**src/rtl/alu_pkg.sv**
```systemverilog
// Shared codes for the ALU issue stage: control encodings, decode payload
// and the iterative multiply/divide state enum.
package alu_pkg;

  localparam int unsigned XLEN  = 32;
  localparam int unsigned CNT_W = 5;

  typedef enum logic [3:0] {
    ALU_AND  = 4'd0,
    ALU_OR   = 4'd1,
    ALU_ADD  = 4'd2,
    ALU_SRLV = 4'd3,
    ALU_SRL  = 4'd4,
    ALU_LUI  = 4'd5,
    ALU_SUB  = 4'd6,
    ALU_SLT  = 4'd7,
    ALU_ORI  = 4'd8,
    ALU_BNE  = 4'd9,
    ALU_RSVD = 4'd10,
    ALU_PASS = 4'd11,
    ALU_ILL  = 4'd15
  } aluctl_e;

  typedef enum logic [2:0] {
    AOP_ADD   = 3'b000,
    AOP_SUB   = 3'b001,
    AOP_RTYPE = 3'b010,
    AOP_SLT   = 3'b011,
    AOP_LUI   = 3'b100,
    AOP_ORI   = 3'b101,
    AOP_BNE   = 3'b110,
    AOP_AND   = 3'b111
  } aluop_e;

  localparam logic [5:0] F_SRL   = 6'h02;
  localparam logic [5:0] F_SRLV  = 6'h06;
  localparam logic [5:0] F_JR    = 6'h08;
  localparam logic [5:0] F_MFHI  = 6'h10;
  localparam logic [5:0] F_MFLO  = 6'h12;
  localparam logic [5:0] F_MULTU = 6'h19;
  localparam logic [5:0] F_DIVU  = 6'h1B;
  localparam logic [5:0] F_ADD   = 6'h20;
  localparam logic [5:0] F_SUB   = 6'h22;
  localparam logic [5:0] F_AND   = 6'h24;
  localparam logic [5:0] F_OR    = 6'h25;
  localparam logic [5:0] F_SLT   = 6'h2A;

  typedef enum logic [1:0] {
    SEL_ALU = 2'b00,
    SEL_HI  = 2'b01,
    SEL_LO  = 2'b10
  } hilo_sel_e;

  typedef enum logic [1:0] {
    IDLE = 2'd0,
    MUL  = 2'd1,
    DIV  = 2'd2
  } state_e;

  typedef enum logic {
    MD_MULTU = 1'b0,
    MD_DIVU  = 1'b1
  } md_op_e;

  typedef struct packed {
    aluctl_e   aluctl;
    hilo_sel_e hilo_sel;
    logic      illegal;
    logic      md_start;
    md_op_e    md_op;
  } dec_t;

  // Main-control plus funct decode into the execute-stage token payload.
  function automatic dec_t decode(input logic [2:0] aluop, input logic [5:0] funct);
    dec_t d;
    d = '{aluctl: ALU_AND, hilo_sel: SEL_ALU, illegal: 1'b0, md_start: 1'b0, md_op: MD_MULTU};
    case (aluop)
      AOP_ADD: d.aluctl = ALU_ADD;
      AOP_SUB: d.aluctl = ALU_SUB;
      AOP_SLT: d.aluctl = ALU_SLT;
      AOP_LUI: d.aluctl = ALU_LUI;
      AOP_ORI: d.aluctl = ALU_ORI;
      AOP_BNE: d.aluctl = ALU_BNE;
      AOP_RTYPE: begin
        case (funct)
          F_ADD:   d.aluctl = ALU_ADD;
          F_SUB:   d.aluctl = ALU_SUB;
          F_AND:   d.aluctl = ALU_AND;
          F_OR:    d.aluctl = ALU_OR;
          F_SLT:   d.aluctl = ALU_SLT;
          F_SRL:   d.aluctl = ALU_SRL;
          F_SRLV:  d.aluctl = ALU_SRLV;
          F_JR:    d.aluctl = ALU_PASS;
          F_MFHI: begin
            d.aluctl   = ALU_PASS;
            d.hilo_sel = SEL_HI;
          end
          F_MFLO: begin
            d.aluctl   = ALU_PASS;
            d.hilo_sel = SEL_LO;
          end
          F_MULTU: d.md_start = 1'b1;
          F_DIVU: begin
            d.md_start = 1'b1;
            d.md_op    = MD_DIVU;
          end
          default: begin
            d.aluctl  = ALU_ILL;
            d.illegal = 1'b1;
          end
        endcase
      end
      default: d.aluctl = ALU_AND;
    endcase
    return d;
  endfunction

endpackage

```
**src/rtl/md_iter.sv**
```systemverilog
// One-bit-per-cycle unsigned multiply (shift-add) and divide (restoring),
// 32 iterations, owning the architectural HI/LO registers.
module md_iter
  import alu_pkg::*;
(
  input  logic            clk_i,
  input  logic            rst_i,
  input  logic            start_i,
  input  md_op_e          op_i,
  input  logic [XLEN-1:0] a_i,
  input  logic [XLEN-1:0] b_i,
  output logic            busy_o,
  output logic            done_c_o,
  output logic [XLEN-1:0] hi_o,
  output logic [XLEN-1:0] lo_o
);

  localparam logic [CNT_W-1:0] CNT_MAX = '1;

  logic             busy_q, busy_d;
  logic [CNT_W-1:0] cnt_q, cnt_d;
  md_op_e           op_q, op_d;
  logic [XLEN-1:0]  opnd_q, opnd_d;
  logic [XLEN-1:0]  w_hi_q, w_hi_d;
  logic [XLEN-1:0]  w_lo_q, w_lo_d;
  logic [XLEN-1:0]  hi_q, hi_d;
  logic [XLEN-1:0]  lo_q, lo_d;

  logic [XLEN:0]    mul_sum;
  logic [XLEN:0]    div_rem;
  logic [XLEN-1:0]  div_diff;
  logic             div_ge;
  logic [XLEN-1:0]  step_hi, step_lo;

  // Single iteration step: {w_hi,w_lo} is the product/remainder:quotient pair.
  always_comb begin
    mul_sum  = {1'b0, w_hi_q} + (w_lo_q[0] ? {1'b0, opnd_q} : '0);
    div_rem  = {w_hi_q, w_lo_q[XLEN-1]};
    div_ge   = (div_rem >= {1'b0, opnd_q});
    div_diff = XLEN'(div_rem - {1'b0, opnd_q});
    if (op_q == MD_MULTU) begin
      step_hi = mul_sum[XLEN:1];
      step_lo = {mul_sum[0], w_lo_q[XLEN-1:1]};
    end else begin
      step_hi = div_ge ? div_diff : div_rem[XLEN-1:0];
      step_lo = {w_lo_q[XLEN-2:0], div_ge};
    end
  end

  always_comb begin
    busy_d   = busy_q;
    cnt_d    = cnt_q;
    op_d     = op_q;
    opnd_d   = opnd_q;
    w_hi_d   = w_hi_q;
    w_lo_d   = w_lo_q;
    hi_d     = hi_q;
    lo_d     = lo_q;
    done_c_o = busy_q && (cnt_q == CNT_MAX);
    if (busy_q) begin
      w_hi_d = step_hi;
      w_lo_d = step_lo;
      if (cnt_q == CNT_MAX) begin
        busy_d = 1'b0;
        hi_d   = step_hi;
        lo_d   = step_lo;
      end else begin
        cnt_d = cnt_q + CNT_W'(1);
      end
    end else if (start_i) begin
      busy_d = 1'b1;
      cnt_d  = '0;
      op_d   = op_i;
      opnd_d = (op_i == MD_MULTU) ? a_i : b_i;
      w_hi_d = '0;
      w_lo_d = (op_i == MD_MULTU) ? b_i : a_i;
    end
  end

  always_ff @(posedge clk_i) begin
    if (rst_i) begin
      busy_q <= 1'b0;
      cnt_q  <= '0;
      op_q   <= MD_MULTU;
      opnd_q <= '0;
      w_hi_q <= '0;
      w_lo_q <= '0;
      hi_q   <= '0;
      lo_q   <= '0;
    end else begin
      busy_q <= busy_d;
      cnt_q  <= cnt_d;
      op_q   <= op_d;
      opnd_q <= opnd_d;
      w_hi_q <= w_hi_d;
      w_lo_q <= w_lo_d;
      hi_q   <= hi_d;
      lo_q   <= lo_d;
    end
  end

  assign busy_o = busy_q;
  assign hi_o   = hi_q;
  assign lo_o   = lo_q;

endmodule

```
**src/rtl/alu_issue.sv**
```systemverilog
// ALU control issue stage: decodes ops into a registered valid/ready token
// and sequences iterative MULTU/DIVU through md_iter.
module alu_issue
  import alu_pkg::*;
(
  input  logic            clk_i,
  input  logic            rst_i,
  input  logic            in_valid_i,
  output logic            in_ready_o,
  input  logic [2:0]      aluop_i,
  input  logic [5:0]      funct_i,
  input  logic [XLEN-1:0] rs_data_i,
  input  logic [XLEN-1:0] rt_data_i,
  output logic            out_valid_o,
  input  logic            out_ready_i,
  output logic [3:0]      ALUctl_o,
  output logic [1:0]      hilo_sel_o,
  output logic            illegal_o,
  output logic [XLEN-1:0] hi_o,
  output logic [XLEN-1:0] lo_o,
  output logic            busy_o
);

  state_e    state_q, state_d;
  logic      out_valid_q, out_valid_d;
  aluctl_e   aluctl_q, aluctl_d;
  hilo_sel_e hilo_sel_q, hilo_sel_d;
  logic      illegal_q, illegal_d;

  dec_t dec;
  logic accept;
  logic md_start;
  logic md_done_c;

  always_comb dec = decode(aluop_i, funct_i);

  assign in_ready_o = !rst_i && (state_q == IDLE) && (!out_valid_q || out_ready_i);
  assign accept     = in_valid_i && in_ready_o;
  assign md_start   = accept && dec.md_start;

  always_comb begin
    state_d = state_q;
    case (state_q)
      IDLE:     if (md_start) state_d = (dec.md_op == MD_MULTU) ? MUL : DIV;
      MUL, DIV: if (md_done_c) state_d = IDLE;
      default:  state_d = IDLE;
    endcase
  end

  // Token register: load on a non-MD accept, clear on consume, otherwise hold.
  always_comb begin
    out_valid_d = out_valid_q && !out_ready_i;
    aluctl_d    = aluctl_q;
    hilo_sel_d  = hilo_sel_q;
    illegal_d   = illegal_q;
    if (accept && !dec.md_start) begin
      out_valid_d = 1'b1;
      aluctl_d    = dec.aluctl;
      hilo_sel_d  = dec.hilo_sel;
      illegal_d   = dec.illegal;
    end
  end

  always_ff @(posedge clk_i) begin
    if (rst_i) begin
      state_q     <= IDLE;
      out_valid_q <= 1'b0;
      aluctl_q    <= ALU_AND;
      hilo_sel_q  <= SEL_ALU;
      illegal_q   <= 1'b0;
    end else begin
      state_q     <= state_d;
      out_valid_q <= out_valid_d;
      aluctl_q    <= aluctl_d;
      hilo_sel_q  <= hilo_sel_d;
      illegal_q   <= illegal_d;
    end
  end

  md_iter u_md_iter (
    .clk_i    (clk_i),
    .rst_i    (rst_i),
    .start_i  (md_start),
    .op_i     (dec.md_op),
    .a_i      (rs_data_i),
    .b_i      (rt_data_i),
    .busy_o   (busy_o),
    .done_c_o (md_done_c),
    .hi_o     (hi_o),
    .lo_o     (lo_o)
  );

  assign out_valid_o = out_valid_q;
  assign ALUctl_o    = aluctl_q;
  assign hilo_sel_o  = hilo_sel_q;
  assign illegal_o   = illegal_q;

endmodule

```
**config.mk**
```make
export PLATFORM = sky130hd
export DESIGN_NAME = alu_issue
export DESIGN_NICKNAME = d
export VERILOG_FILES = /design/src/rtl/alu_pkg.sv /design/src/rtl/md_iter.sv /design/src/rtl/alu_issue.sv
export SDC_FILE = /design/constraint.sdc
export NUM_CORES = 1
export LEC_CHECK = 0
export ABC_AREA = 1
export BUFFER_PORTS_ARGS = -buffer_cell sky130_fd_sc_hd__buf_2
export CAP_MARGIN = 10
export CORE_AREA = 2 2 174 176
export CTS_CLUSTER_SIZE = 10
export DETAILED_ROUTE_END_ITERATION = 6
export DIE_AREA = 0 0 176 178
export GPL_ROUTABILITY_DRIVEN = 0
export HOLD_SLACK_MARGIN = 0.03
export PLACE_DENSITY = 0.66
export SYNTH_ARGS = -nofsm -noshare
export SYNTH_HDL_FRONTEND = slang
export SYNTH_SLANG_ARGS = --single-unit
export TNS_END_PERCENT = 30
```
**constraint.sdc**
```tcl
create_clock -name clk_i -period 2.6 [get_ports clk_i]
set_clock_uncertainty 0.15 [all_clocks]
set_input_delay 0.26 -clock clk_i [delete_from_list [all_inputs] [get_ports clk_i]]
set_output_delay 0.26 -clock clk_i [all_outputs]
set_load 0.01 [all_outputs]
```
### Word-level counts from Yosys, hierarchy flattened

Index checks and enable logic that the tools add are counted.

| storage, ports and cells | value |
|---|---|
| register bits | 177 |
| output and inout port bits | 74 |

| operators by class | value |
|---|---|
| add/sub/neg operators | 3 |
| magnitude comparators | 1 |
| eq/ne operators | 24 |
| mux-type cells | 28 |
| bitwise logic cells | 1 |
| reduce and logical (&&, ||, !) cells | 24 |

Operators with widths:

| operator | count |
|---|---|
| $mux W32 | 10 |
| $add A32 B32 Y33 | 1 |
| $ge A33 B32 Y1 | 1 |
| $pmux W4 S8 | 1 |
| $sub A32 B32 Y32 | 1 |
| $eq A6 B6 Y1 const B | 5 |
| $pmux W4 S7 | 1 |
| $eq A6 B5 Y1 const B | 4 |
| $mux W5 | 4 |
| $reduce_or A12 Y1 | 1 |
| $eq A3 B3 Y1 const B | 3 |
| $pmux W2 S2 | 2 |
| $reduce_and A2 Y1 | 4 |
| $logic_and A1 B1 Y1 | 7 |
| $mux W1 | 7 |
| $eq A3 B2 Y1 const B | 2 |
| $eq A6 B2 Y1 const B | 1 |
| $eq A6 B3 Y1 const B | 1 |
| $eq A6 B4 Y1 const B | 1 |
| $mux W2 | 3 |
| $ne A2 B2 Y1 const B | 3 |
| $reduce_or A3 Y1 | 2 |
| $add A5 B1 Y5 const B | 1 |
| $eq A5 B5 Y1 const B | 1 |
| 10 further kinds | 14 |

### Logic depth before layout (Yosys ltp)

| logic depth | value |
|---|---|
| depth after elaboration | 7 |
| depth in mapped cells | 22 |
| mapped depth without buffers | 20 |

### Cells and area by module

A second synthesis with hierarchy kept.

| unflattened totals | value |
|---|---|
| cells, all modules | 2201 |
| area total of the unflattened synthesis | 13335.3 um^2 |

Modules (own cells, without submodules):

| module | instances | cells an instance | area an instance (um^2) | seq. area each (um^2) |
|---|---|---|---|---|
| md_iter | 1 | 2081 | 12598.3 | 3343.2 |
| alu_issue | 1 | 120 | 737.0 | 200.2 |

### Worst setup path after synthesis

OpenSTA, ideal clock, no wires.

| timing path | value |
|---|---|
| path type | reg-to-reg |
| from | reg u_md_iter.w_lo_q[0] |
| to | reg u_md_iter.hi_q[13], in the netlist u_md_iter.hi_o[13] |
| library setup time | 0.117 ns |
| data arrival time | 2.348 ns |
| required time | 2.333 ns |
| setup slack | -0.016 ns |
| stages on the path, launching flop included | 18 |
| buffers on the path | 2 |
| cells stage by stage | dfxtp_1 -> clkbuf_1 -> clkbuf_1 -> nand2_1 -> inv_1 -> ha_1 -> fa_1 -> nand2_1 -> nand3_1 -> nand2_1 -> o21ai_0 -> nand3_1 -> nand2_1 -> or2_2 -> nand3_1 -> nand3_1 -> nor2_1 -> nor2_1 |

| between the ends | value |
|---|---|
| cells in the longest elaborated chain, start to end | 3 |

RTL lines:

| item | line | text |
|---|---|---|
| start: declaration | md_iter.sv:25 | `logic [XLEN-1:0] w_lo_q, w_lo_d;` |
| start signal: assignment | md_iter.sv:96 | `w_lo_q <= w_lo_d;` |
| $mux W32 | md_iter.sv:37 | `mul_sum = {1'b0, w_hi_q} + (w_lo_q[0] ? {1'b0, opnd_q} : '0);` |
| $add A32 B32 Y33 | md_iter.sv:37 |  |
| $mux W32 | md_iter.sv:41 | `if (op_q == MD_MULTU) begin` |
| end signal: assignment | md_iter.sv:97 | `hi_q <= hi_d;` |
| end: declaration | md_iter.sv:26 | `logic [XLEN-1:0] hi_q, hi_d;` |

Every way passes these cells.
A chain may end at the register's enable or synchronous reset.

### Worst setup path after layout

| timing path | value |
|---|---|
| from | reg u_md_iter.w_lo_q[0] |
| to | reg u_md_iter.hi_q[17], in the netlist u_md_iter.hi_o[17] |

The elaborated chain is that of the path after synthesis.

==> metrics.txt <==
# TYPE chip_impl_metric gauge
chip_impl_info{name="status",value="finished, final reports clean"} 1
chip_impl_metric{name="worst_slew_pin_slew",unit="ns"} 1.04
chip_impl_metric{name="grt_first_pass_wirelength",unit="um"} 75900
chip_impl_metric{name="dieArea",unit="um^2"} 31300
chip_impl_metric{name="worst-path-max-fanout",unit=""} 7
chip_impl_info{name="crit_start",value="u_md_iter.w_lo_q[0]$_SDFFE_PP0P_"} 1
chip_impl_metric{name="drtPass1Iterations",unit=""} 7
chip_impl_metric{name="vdd_ir_drop_max",unit="mV"} 0.466
chip_impl_metric{name="non_filler_cells_in_the_finished_layout",unit=""} 2885
chip_impl_metric{name="num_vias",unit=""} 16100
chip_impl_metric{name="route.detailed.vias_per_inst",unit=""} 5.56
chip_impl_metric{name="rows",unit=""} 63
chip_impl_metric{name="clkSlewWorstSetupHoldPaths",unit="ns"} 0.08
chip_impl_metric{name="die_y",unit="um"} 178
chip_impl_info{name="cp_capture_type",value="register"} 1
chip_impl_metric{name="timing.critical_path.arrival",unit="ns"} 2.82
chip_impl_metric{name="drt_drc_violations_left",unit=""} 0
chip_impl_metric{name="num_io_pins",unit=""} 151
chip_impl_metric{name="place.port_buffers",unit=""} 150
chip_impl_info{name="critical_path_class",value="reg -> reg"} 1
chip_impl_metric{name="multi_input_area",unit="um^2"} 9430
chip_impl_metric{name="synth.lib_cells_used.distinct",unit=""} 41
chip_impl_metric{name="post-place-cells",unit=""} 2817
chip_impl_metric{name="maxCapViolations",unit=""} 0
chip_impl_metric{name="relSlewSlack",unit=""} 0.309
chip_impl_metric{name="finalSetupTns",unit="ns"} 0
chip_impl_metric{name="clock.fmax",unit="GHz"} 0.386
chip_impl_metric{name="start_util",unit=""} 0.447
chip_impl_metric{name="leakage",unit="nW"} 8.62
chip_impl_metric{name="synth_xor_area_frac",unit=""} 0.0100
chip_impl_metric{name="first_iter_violations",unit=""} 1555
chip_impl_info{name="endpoint",value="u_md_iter.hi_o[17]$_SDFFE_PP0P_"} 1
chip_impl_metric{name="first_global_vias",unit=""} 14600
chip_impl_metric{name="register_bit_count_reported_by_yosys",unit=""} 177
chip_impl_info{name="largest_family_of_logic_cells_by_synthesized_area",value="simple AND/OR/NAND/NOR gates"} 1
chip_impl_metric{name="ff2ff_setup_slack",unit="ns"} 0.01
chip_impl_metric{name="synth.cell_area",unit="um^2"} 13100
chip_impl_metric{name="worstRegToRegCells",unit=""} 15
chip_impl_metric{name="synth_mux_area_frac",unit=""} 0
chip_impl_metric{name="clock_latency",unit="ns"} 0.45
chip_impl_metric{name="synth-compound-area-share",unit=""} 0.196
chip_impl_metric{name="synth_area_per_cell",unit="um^2"} 6.00
chip_impl_metric{name="grt_max_degree",unit=""} 113
chip_impl_metric{name="core_area",unit="um^2"} 29400
chip_impl_metric{name="area_growth",unit="%"} 36.2
chip_impl_metric{name="sequential_cell_area",unit="um^2"} 3580
chip_impl_metric{name="globalRouteTotalUtil",unit=""} 0.309
chip_impl_info{name="rsz0062_at_grt",value="true"} 1
chip_impl_info{name="reg2reg_to",value="u_md_iter.hi_o[17]$_SDFFE_PP0P_"} 1
chip_impl_info{name="cts_root_buf",value="sky130_fd_sc_hd__clkbuf_16"} 1
chip_impl_metric{name="adder_cell_share_of_the_synthesized_area",unit=""} 0.0669
chip_impl_metric{name="synth_seq_area_share",unit=""} 0.270
chip_impl_metric{name="ys_warn_count",unit=""} 0
chip_impl_metric{name="wl_final",unit="um"} 52200
chip_impl_metric{name="initial_antenna_violation_count",unit=""} 3
chip_impl_metric{name="filler_cell_count",unit=""} 2703
chip_impl_metric{name="dpl.hpwl",unit="um"} 38200
chip_impl_metric{name="gr-total-overflow",unit=""} 0
chip_impl_metric{name="fraction_of_the_cycle_the_final_worst_path_needs",unit=""} 0.996
chip_impl_metric{name="layout.nets",unit=""} 2626
chip_impl_info{name="holdCritPathClass",value="in -> reg"} 1
chip_impl_info{name="crit_path_start_kind",value="register"} 1
chip_impl_metric{name="netlist_instances",unit=""} 2190
chip_impl_metric{name="die_w",unit="um"} 176
chip_impl_info{name="min_from",value="rs_data_i[31]"} 1
chip_impl_metric{name="finalPower",unit="mW"} 5.94
chip_impl_info{name="r2r_start",value="u_md_iter.w_lo_q[0]$_SDFFE_PP0P_"} 1
chip_impl_metric{name="drive_above_1_share",unit=""} 0.288
chip_impl_metric{name="critPathRequiredTime",unit="ns"} 2.83
chip_impl_metric{name="remaining_antenna_violation_count_after_routing",unit=""} 0
chip_impl_metric{name="syn_nets",unit=""} 2336
chip_impl_metric{name="power.density",unit="nW/um^2"} 332
chip_impl_metric{name="timing.final.crit_period",unit="ns"} 2.59
chip_impl_metric{name="fin_hold_ws",unit="ns"} 0.0414
chip_impl_metric{name="num_cts_buffers",unit=""} 17
chip_impl_metric{name="hold_viol_final",unit=""} 0
chip_impl_metric{name="wl_per_cell",unit="um"} 18.1
chip_impl_metric{name="number_of_h_tree_levels",unit=""} 4
chip_impl_info{name="clock_tree_from_tritoncts",value="done"} 1
chip_impl_metric{name="max-clock-path-buffers",unit=""} 2
chip_impl_metric{name="synth_area_in_simple_gates",unit=""} 0.336
chip_impl_metric{name="timing.final.max_slew_violations",unit=""} 0
chip_impl_metric{name="finalSetupViolCount",unit=""} 0
chip_impl_metric{name="clkSinkCount",unit=""} 177
## area by class of cell
type / instances / share of cell area
Inverter: 312 / 0.0657
Antenna cell: 2 / 0.000280
Clock buffer: 17 / 0.0238
Timing Repair Buffer: 366 / 0.146
Sequential cell: 177 / 0.200
Multi-Input combinational cell: 1606 / 0.527
Clock inverter: 15 / 0.0102
Tap cell: 390 / 0.0273
## critical path: stages, from the launching register on
cell and delay (ns):
sky130_fd_sc_hd__dfxtp_4 0.41, sky130_fd_sc_hd__buf_12 0.16, sky130_fd_sc_hd__nand2_1 0.06, sky130_fd_sc_hd__inv_1 0.06
sky130_fd_sc_hd__ha_4 0.30, sky130_fd_sc_hd__nand2_1 0.10, sky130_fd_sc_hd__nor2_2 0.14, sky130_fd_sc_hd__inv_1 0.08
sky130_fd_sc_hd__nor3_2 0.12, sky130_fd_sc_hd__buf_4 0.17, sky130_fd_sc_hd__nand4_1 0.18, sky130_fd_sc_hd__nand3_1 0.14
sky130_fd_sc_hd__nand2_1 0.07, sky130_fd_sc_hd__nand3_2 0.09, sky130_fd_sc_hd__nand3_2 0.14, sky130_fd_sc_hd__a21oi_2 0.13
## cell families (layout without fill, tap and decap cells)
family	count (synthesis)	in the layout
flip-flops	177	177
adder cells (fa/ha/maj)	69	69
XOR/XNOR	15	15
AND/OR/NAND/NOR	1029	1029
AO/OA/AOI/OAI	493	493
other	0	2
buffers and inverters	407	710
## state kept, by name, indices dropped and copies added, names as in the netlist
register and count:
u_md_iter.hi_o 32, u_md_iter.busy_o 1, u_md_iter.cnt_q 5, u_md_iter.w_hi_q 32
illegal_o 1, u_md_iter.op_q 1, out_valid_o 1, u_md_iter.opnd_q 32
state_q 2, u_md_iter.w_lo_q 32, hilo_sel_o 2, ALUctl_o 4
u_md_iter.lo_o 32
## repair_timing
item | 4_1_cts | 5_1_grt
gates resized for setup | 30 | 310
buffers inserted | 0 | 17
setup endpoints to repair | 55 | 120
pin swaps | 2 | 64
cloned | 0 | 5
hold endpoints to repair | 15 | 0
hold buffers | 12 | 0
## cells in the mapped netlist
cell | count | area (um^2)
sky130_fd_sc_hd__nor3_2 | 1 | 10.0
sky130_fd_sc_hd__dfxtp_1 | 177 | 3540
sky130_fd_sc_hd__o211ai_1 | 3 | 22.5
sky130_fd_sc_hd__nand3_1 | 145 | 726
sky130_fd_sc_hd__ha_1 | 67 | 838
sky130_fd_sc_hd__a211oi_1 | 4 | 30.0
sky130_fd_sc_hd__nor2_4 | 3 | 33.8
sky130_fd_sc_hd__nand4_1 | 54 | 338
sky130_fd_sc_hd__nor2_1 | 182 | 683
sky130_fd_sc_hd__buf_2 | 23 | 115
sky130_fd_sc_hd__xor2_1 | 13 | 114
sky130_fd_sc_hd__o21bai_1 | 8 | 60.1
sky130_fd_sc_hd__fa_1 | 2 | 40.0
sky130_fd_sc_hd__nand2_2 | 4 | 25.0
sky130_fd_sc_hd__nor3_1 | 18 | 90.1
sky130_fd_sc_hd__nand3_2 | 1 | 10.0
sky130_fd_sc_hd__inv_1 | 306 | 1150
sky130_fd_sc_hd__o21ai_0 | 214 | 1070
sky130_fd_sc_hd__a21oi_1 | 231 | 1160
sky130_fd_sc_hd__nor4_1 | 4 | 25.0
sky130_fd_sc_hd__or2_2 | 41 | 257
sky130_fd_sc_hd__o21ai_1 | 4 | 20.0
sky130_fd_sc_hd__o2111ai_1 | 2 | 17.5
sky130_fd_sc_hd__xnor2_1 | 2 | 17.5
sky130_fd_sc_hd__a31oi_1 | 10 | 62.6
sky130_fd_sc_hd__a21oi_2 | 1 | 8.76
sky130_fd_sc_hd__a21boi_0 | 1 | 7.51
sky130_fd_sc_hd__nor2_2 | 6 | 37.5
sky130_fd_sc_hd__nand3b_1 | 8 | 60.1
sky130_fd_sc_hd__clkbuf_1 | 60 | 225
sky130_fd_sc_hd__a22oi_1 | 1 | 7.51
sky130_fd_sc_hd__buf_6 | 5 | 56.3
sky130_fd_sc_hd__a21oi_4 | 1 | 16.3
sky130_fd_sc_hd__o22ai_1 | 8 | 50.1
sky130_fd_sc_hd__nand2_1 | 560 | 2100
sky130_fd_sc_hd__inv_2 | 6 | 22.5
sky130_fd_sc_hd__nand2_4 | 2 | 22.5
sky130_fd_sc_hd__buf_1 | 7 | 26.3
sky130_fd_sc_hd__a21o_1 | 3 | 22.5
sky130_fd_sc_hd__o21a_1 | 1 | 7.51
sky130_fd_sc_hd__a31o_2 | 1 | 8.76
## power by group
| part | total (mW) | switching, mW | internal, mW |
|---|---|---|---|
| Clock | 2.76 | 1.36 | 1.39 |
| Sequential | 2.74 | 0.0100 | 2.73 |
| Combinational | 0.442 | 0.276 | 0.166 |
## layer usage
| layer | vias up | wire length (um) | global-route usage |
|---|---|---|---|
| met5 | - | 10 | 0 |
| met4 | 2 | 2630 | 0.147 |
| met3 | 155 | 4590 | 0.0610 |
| met2 | 789 | 23200 | 0.494 |
| met1 | 7408 | 21800 | 0.401 |
| li1 | 7700 | - | - |
## per-stage QoR
stage	cell area [um^2]	util	setup slack (ns)
after detailed placement	15400	0.525	-0.199
final	17900	0.609	0.0106
after global placement	15400	0.525	-0.130
after global routing	17900	0.608	-0.0871
after CTS	16200	0.552	-0.00668
after floorplan	13100	-	0.000108
## worst min-delay path by stage
stage	depth (start not counted)	slack [ns]	end
CTS	3	0.03	u_md_iter.opnd_q[28]$_SDFFE_PP0P_
detailed placement	2	0.31	ALUctl_o[0]$_SDFFE_PP0P_
global placement	2	0.30	u_md_iter.cnt_q[4]$_SDFFE_PP0P_
floorplan	2	0.29	state_q[1]$_SDFFE_PP0P_
global route	3	0.05	u_md_iter.opnd_q[0]$_SDFFE_PP0P_
finish	3	0.04	u_md_iter.opnd_q[31]$_SDFFE_PP0P_
## cell usage in the layout (no fill, tap or decap), drive strengths merged, types with 2 or more instances in the layout
| master | netlist | final |
|---|---|---|
| a211oi | 4 | 4 |
| a21o | 3 | 3 |
| a21oi | 233 | 233 |
| a31oi | 10 | 10 |
| buf | 35 | 350 |
| clkbuf | 60 | 21 |
| clkinv | 0 | 7 |
| dfxtp | 177 | 177 |
| diode | 0 | 2 |
| dlygate4sd3 | 0 | 12 |
| fa | 2 | 2 |
| ha | 67 | 67 |
| inv | 312 | 318 |
| nand2 | 566 | 566 |
| nand3 | 146 | 146 |
| nand3b | 8 | 8 |
| nand4 | 54 | 54 |
| nor2 | 191 | 191 |
| nor3 | 19 | 19 |
| nor4 | 4 | 4 |
| o2111ai | 2 | 2 |
| o211ai | 3 | 3 |
| o21ai | 218 | 218 |
| o21bai | 8 | 8 |
| o22ai | 8 | 8 |
| or2 | 41 | 41 |
| xnor2 | 2 | 2 |
| xor2 | 13 | 13 |
No activity file was read; power rests on OpenSTA's default activity.
